===== src/rtl/alu_seq_pkg.sv =====
// ---------------------------------------------------------------------------
// alu_seq_pkg
//   Shared definitions for the ALU operation sequencer:
//   - SEQ_*     request op codes. Single-pass codes equal their ALU control
//               value, so the op can drive alu_ctl directly.
//   - ALU_CTL_* control values understood by the team ALU.
//   - seq_state_e  sequencer FSM states.
//   - helper predicates used to classify request op codes.
// ---------------------------------------------------------------------------
package alu_seq_pkg;

  localparam logic [3:0] ALU_CTL_AND  = 4'd0;
  localparam logic [3:0] ALU_CTL_OR   = 4'd1;
  localparam logic [3:0] ALU_CTL_ADD  = 4'd2;
  localparam logic [3:0] ALU_CTL_SUB  = 4'd6;
  localparam logic [3:0] ALU_CTL_SLTU = 4'd7;
  localparam logic [3:0] ALU_CTL_NOR  = 4'd12;

  localparam logic [3:0] SEQ_AND  = 4'd0;
  localparam logic [3:0] SEQ_OR   = 4'd1;
  localparam logic [3:0] SEQ_ADD  = 4'd2;
  localparam logic [3:0] SEQ_SLL  = 4'd3;
  localparam logic [3:0] SEQ_MUL  = 4'd4;
  localparam logic [3:0] SEQ_BEQ  = 4'd5;
  localparam logic [3:0] SEQ_SUB  = 4'd6;
  localparam logic [3:0] SEQ_SLTU = 4'd7;
  localparam logic [3:0] SEQ_BNE  = 4'd8;
  localparam logic [3:0] SEQ_BLTU = 4'd9;
  localparam logic [3:0] SEQ_NOR  = 4'd12;

  typedef enum logic [1:0] {
    ST_IDLE = 2'd0,
    ST_EXEC = 2'd1,
    ST_ITER = 2'd2,
    ST_DONE = 2'd3
  } seq_state_e;

  // Ops whose code is passed straight through to alu_ctl.
  function automatic logic is_single_pass(input logic [3:0] op);
    return (op == SEQ_ADD) || (op == SEQ_SUB) || (op == SEQ_AND) ||
           (op == SEQ_OR)  || (op == SEQ_NOR) || (op == SEQ_SLTU);
  endfunction

  function automatic logic is_branch(input logic [3:0] op);
    return (op == SEQ_BEQ) || (op == SEQ_BNE) || (op == SEQ_BLTU);
  endfunction

  function automatic logic is_legal(input logic [3:0] op);
    return is_single_pass(op) || is_branch(op) ||
           (op == SEQ_SLL) || (op == SEQ_MUL);
  endfunction

endpackage


===== src/rtl/alu_op_sequencer.sv =====
// ---------------------------------------------------------------------------
// alu_op_sequencer
//   Initiator for the 32-bit team ALU. Takes one request at a time, drives the
//   ALU for one cycle (single-pass / branch ops) or several cycles (SLL by
//   repeated doubling, MUL-low by shift-add), then holds one registered result
//   until the consumer takes it.
//
// Ports
//   clk, rst_n            clock (rising edge), asynchronous active-low reset
//   req_valid/req_ready   request handshake; ready only while idle
//   req_op, req_a, req_b  op code (SEQ_*), operands
//   rsp_valid/rsp_ready   response handshake; data held until taken
//   rsp_data, rsp_err     result (branch: bit0 = taken); err for illegal op
//   alu_ctl, alu_a, alu_b ALU control and operands (combinational from state)
//   alu_out               ALU result, valid in the same cycle
// ---------------------------------------------------------------------------
module alu_op_sequencer
  import alu_seq_pkg::*;
#(
  parameter int XLEN      = 32,
  parameter int MUL_ITERS = 32
) (
  input  logic            clk,
  input  logic            rst_n,
  input  logic            req_valid,
  output logic            req_ready,
  input  logic [3:0]      req_op,
  input  logic [XLEN-1:0] req_a,
  input  logic [XLEN-1:0] req_b,
  output logic            rsp_valid,
  input  logic            rsp_ready,
  output logic [XLEN-1:0] rsp_data,
  output logic            rsp_err,
  output logic [3:0]      alu_ctl,
  output logic [XLEN-1:0] alu_a,
  output logic [XLEN-1:0] alu_b,
  input  logic [XLEN-1:0] alu_out
);

  localparam int CNT_W = $clog2(MUL_ITERS + 1);
  localparam int SH_W  = $clog2(XLEN);

  seq_state_e        state, state_next;
  logic [3:0]        op;
  logic [XLEN-1:0]   opa;   // A; MUL multiplicand (shifted left each ITER)
  logic [XLEN-1:0]   opb;   // B; MUL multiplier (shifted right each ITER)
  logic [XLEN-1:0]   acc;   // SLL running value / MUL partial product
  logic [CNT_W-1:0]  cnt;

  logic accept;
  assign accept    = req_valid && req_ready;
  assign req_ready = (state == ST_IDLE);
  assign rsp_valid = (state == ST_DONE);

  // State register
  always_ff @(posedge clk or negedge rst_n) begin
    if (!rst_n) state <= ST_IDLE;
    else        state <= state_next;
  end

  // Next state and ALU drive
  always_comb begin
    state_next = state;
    alu_ctl    = ALU_CTL_ADD;
    alu_a      = '0;
    alu_b      = '0;
    case (state)
      ST_IDLE: if (accept) state_next = ST_EXEC;
      ST_EXEC: begin
        if ((op == SEQ_MUL) || ((op == SEQ_SLL) && (cnt != '0)))
          state_next = ST_ITER;
        else
          state_next = ST_DONE;
        if (is_single_pass(op)) begin
          alu_ctl = op;
          alu_a   = opa;
          alu_b   = opb;
        end else if ((op == SEQ_BEQ) || (op == SEQ_BNE)) begin
          alu_ctl = ALU_CTL_SUB;
          alu_a   = opa;
          alu_b   = opb;
        end else if (op == SEQ_BLTU) begin
          alu_ctl = ALU_CTL_SLTU;
          alu_a   = opa;
          alu_b   = opb;
        end
      end
      ST_ITER: begin
        if (cnt == CNT_W'(1)) state_next = ST_DONE;
        alu_ctl = ALU_CTL_ADD;
        alu_a   = acc;
        if (op == SEQ_SLL) alu_b = acc;           // acc + acc == acc << 1
        else               alu_b = opb[0] ? opa : '0;
      end
      ST_DONE: if (rsp_ready) state_next = ST_IDLE;
      default: state_next = ST_IDLE;
    endcase
  end

  // Operand, iteration and result registers
  always_ff @(posedge clk or negedge rst_n) begin
    if (!rst_n) begin
      op       <= SEQ_ADD;
      opa      <= '0;
      opb      <= '0;
      acc      <= '0;
      cnt      <= '0;
      rsp_data <= '0;
      rsp_err  <= 1'b0;
    end else begin
      case (state)
        ST_IDLE: if (accept) begin
          op  <= req_op;
          opa <= req_a;
          opb <= req_b;
          if (req_op == SEQ_SLL) begin
            acc <= req_a;
            cnt <= CNT_W'(req_b[SH_W-1:0]);
          end else begin
            acc <= '0;
            cnt <= CNT_W'(MUL_ITERS);
          end
        end
        ST_EXEC: begin
          rsp_err <= 1'b0;
          if (is_single_pass(op))  rsp_data <= alu_out;
          else if (op == SEQ_BEQ)  rsp_data <= {{(XLEN-1){1'b0}}, (alu_out == '0)};
          else if (op == SEQ_BNE)  rsp_data <= {{(XLEN-1){1'b0}}, (alu_out != '0)};
          else if (op == SEQ_BLTU) rsp_data <= {{(XLEN-1){1'b0}}, alu_out[0]};
          else if (op == SEQ_SLL) begin
            if (cnt == '0) rsp_data <= opa;     // zero shift: result is A
          end else if (op != SEQ_MUL) begin
            rsp_data <= '0;
            rsp_err  <= 1'b1;
          end
        end
        ST_ITER: begin
          acc <= alu_out;
          cnt <= cnt - CNT_W'(1);
          if (op == SEQ_MUL) begin
            opa <= opa << 1;
            opb <= opb >> 1;
          end
          if (cnt == CNT_W'(1)) rsp_data <= alu_out;
        end
        default: ;
      endcase
    end
  end

endmodule


===== config.mk =====
export PLATFORM = sky130hd
export DESIGN_NAME = alu_op_sequencer
export DESIGN_NICKNAME = d
export VERILOG_FILES = /design/src/rtl/alu_seq_pkg.sv /design/src/rtl/alu_op_sequencer.sv
export SDC_FILE = /design/constraint.sdc
export NUM_CORES = 1
export LEC_CHECK = 0
export CORE_UTILIZATION = 50
export DETAILED_ROUTE_END_ITERATION = 10
export PLACE_DENSITY = 0.9
export RECOVER_POWER = 50
export SLEW_MARGIN = 5
export SYNTH_ARGS = -nofsm -noshare
export SYNTH_HDL_FRONTEND = slang
export SYNTH_SLANG_ARGS = --single-unit
export TNS_END_PERCENT = 30

===== constraint.sdc =====
create_clock -name clk -period 2.65 [get_ports clk]
set_input_delay 0.53 -clock clk [delete_from_list [all_inputs] [get_ports clk]]
set_output_delay 0.53 -clock clk [all_outputs]
set_load 0.01 [all_outputs]

==> results of run 1 <==
path summary, 6_finish.rpt:
| check | slack (ns) | startpoint | to | depth (start not counted) |
|---|---|---|---|---|
| worst min register to register | 0.52 | opb[27] | opb[27] | 2 |
| min in group asynchronous | 0.76 | rst_n | opb[27] | 1 |
| worst max-delay path | -0.22 | op[1] | alu_b[4] | 9 |
| worst max register to register | 0.10 | op[1] | rsp_data[25] | 7 |
| max in group asynchronous | 0.37 | rst_n | opb[6] | 2 |
| worst min-delay path | 0.52 | opb[27] | opb[27] | 2 |
kinds of logic after synthesis:
logic type               synth area share
AO/OA/AOI/OAI                      0.2531
XOR/XNOR                         0.002119
adder cells (fa/ha/maj)          0.009078
buffers and inverters             0.05553
flip-flops                         0.4268
multiplexers                      0.04312
AND/OR/NAND/NOR                    0.2102
metrics by stage:
step	area, sq um	instances	TNS [ns]	power, uW
final	11750	1415	-8.202	17060
after global routing	11750	1415	-10.66	17990
after CTS	11670	1407	-5.492	16240
after detailed placement	10730	1358	-0.2218	13210
after global placement	10730	1358	0	12870
after floorplan	8269	982	0	9757
what timing repair did:
action | CTS | global route
gates cloned | 6 | 5
gates resized for setup | 245 | 112
endpoints found under the setup margin | 88 | 99
pin swaps | 12 | 25
setup buffers | 13 | 10
cell usage after synthesis, types with 6 or more instances:
cell type / count / area share
clkbuf_1: 48 / 0.022
nor2_1: 106 / 0.048
a21oi_1: 71 / 0.043
nor4_1: 9 / 0.0068
inv_1: 9 / 0.0041
nor2b_1: 101 / 0.076
a221oi_1: 33 / 0.035
mux2i_1: 30 / 0.036
a22oi_1: 96 / 0.087
dfrtp_1: 140 / 0.42
o21ai_0: 105 / 0.064
buf_2: 28 / 0.017
ha_1: 6 / 0.0091
nand2_1: 137 / 0.062
critical path: stages (launching register included):
cell	delay, ns
dfstp_2	0.60
nor4bb_4	0.27
buf_6	0.19
buf_12	0.11
buf_4	0.15
nand2_1	0.06
o21ai_0	0.09
a22oi_1	0.09
nor2b_1	0.18
buf_2	0.16
flip-flops by register name, indices dropped and copies added, names as in the netlist:
register / count
opb: 32
op: 4
acc: 32
rsp_err: 1
state: 2
cnt: 6
opa: 32
rsp_data: 32
cell type report:
cell class / instances / area (sq um)
timing repair buffer: 275 / 2587
multi-input combinational: 744 / 4750
inverter: 9 / 33.78
fill: 1154 / 4254
sequential: 141 / 3530
clock inverter: 7 / 87.58
tap: 216 / 270.3
clock buffer: 23 / 488.0
placed cells by master, fill, tap and decap left out, types with 40 or more instances in the layout:
cell type | netlist | final
a21oi_1 | 71 | 71
a22oi_1 | 96 | 51
a22oi_2 | 0 | 45
buf_2 | 28 | 40
clkdlybuf4s50_1 | 0 | 137
dfrtp_1 | 140 | 140
nand2_1 | 137 | 130
nor2_1 | 106 | 105
nor2b_1 | 101 | 99
o21ai_0 | 105 | 80
power breakdown:
group | total (uW) | leakage [uW] | switching (uW) | internal, uW
sequential | 4500 | 0.00171 | 1200 | 3300
clock | 2390 | 0.000285 | 918 | 1470
combinational | 10200 | 0.00281 | 5830 | 4340
metal layers:
metal | part of all wire | up-vias
met5 | 0 | -
met4 | 0.055 | 0
met3 | 0.10 | 162
met2 | 0.47 | 642
met1 | 0.37 | 4232
li1 | - | 3909
==> results.md, run 1 <==
* Worst path required time at about 2.1 ns
* Outcome: finished with violations
* Clk slew on worst S/H paths at ~0.060 ns
* Unrepaired setup endpoints after global routing: true
* Initial antenna violation count at 0
* Worst-Margin Slew at around 2.3 ns
* Syn nets at between 1k and 1.5k
* Met3 layer usage reported by global route at 0.07858
* GR peak layer: met2
* Synth Register Bits at 141
* CTS sink count at between 100 and 150
* DIE HEIGHT at approximately 130 um
* Mapped Avg Cell Area at around 8.4 sq um
* DIE AREA at 17,060 sq um
* Hold crit path type: flop to flop
* Total GRT Usage at 0.3447
* WS Path Type: flop to output port
* Clock tree buffer depth at 2
* DP Worst Slack at -0.05055 ns
* DRT Pass-1 Iters at 7
* Via density per instance at ~6.3
* Die X at about 130 um
* Remaining global-route overflow at 0
* Critical path startpoint category: flop
* Synth Instances at about 1,000
* IO Pins at approximately 210
* Final ANT Viol Nets at 0
* Max frequency at 348.8 MHz
* Fin. Hold Viols at 0
* Clk Latency, worst-skew pair at roughly 0.44 ns
* CORE AREA at around 16,000 sq um
* Synth warn at 0
* Util after Layout at 0.7341
* Setup violators final at 64
* Worst hold slack at 0.5188 ns
* Setup ws final at -0.2170 ns
* Final WL at between 30,000 and 40,000 um
* Hold Buf Count CTS at 0
* Met1 Use GR at 0.4313
* Min cycle time layout at ~2.9 ns
* Post-synth EDFFs at 0
* Sequential area share after synthesis at 0.4268
* Cell Rows at 46
* CTS root buf: clkbuf_16
* Worst Setup End Kind: output port
* Global-route wire length before repair at around 44,000 um
* Layout cell share with drive strength beyond 1 at 0.2135
* Clk_skew at 0.01732 ns
* Vias in the first global route at a little over 8k
* CP arrival at 2.34 ns
* Detailed Route Iter0 Violations at between 1k and 1.5k
* WL/cell at 22.35 um
* M2 GR Usage at 0.5612
* DRC Markers at 0
* GPL Wtd Cong at approximately 0.9
* H-tree levels at 4
* Fin nets at approximately 1.3k
* Via count at slightly below 9k
* CTS buffer count at 17
* Synth async-reset ratio at 1.000
* I/O Buffers at 206
* Max_cap viols at 1
* Slew HR at -0.5022
* Max-slew violations at 40
* Failing checks: max-capacitance violations, max-slew violations, negative setup slack
* Starting density of the core at 0.5168
* Final period utilization at 1.082
* Leakage at 0.004800 uW
* CP max FO at 4
* Peak supply drop at between 0.001 and 0.0015 V
* Netlist Area Pre-Place at between 8000 and 9000 sq um
* Ant diodes at 0
* CTS tree: done
* Post-DP HPWL at around 18,000 um
* Most used DFF post-synth: dfrtp_1
* Area Growth Syn to Fin at 42.05%
* Largest net degree at the start of global routing at 88
* PwrDens at 1452 nW/um^2
* Library cells used by synthesis at 50
No activity file was read; power rests on OpenSTA's default activity.
==> run 2: changes to the inputs <==
RECOVER_POWER = 100   (was 50)
==> results of run 2 <==
Same layout as run 1: the final DEF is identical, and so are final timing and power.
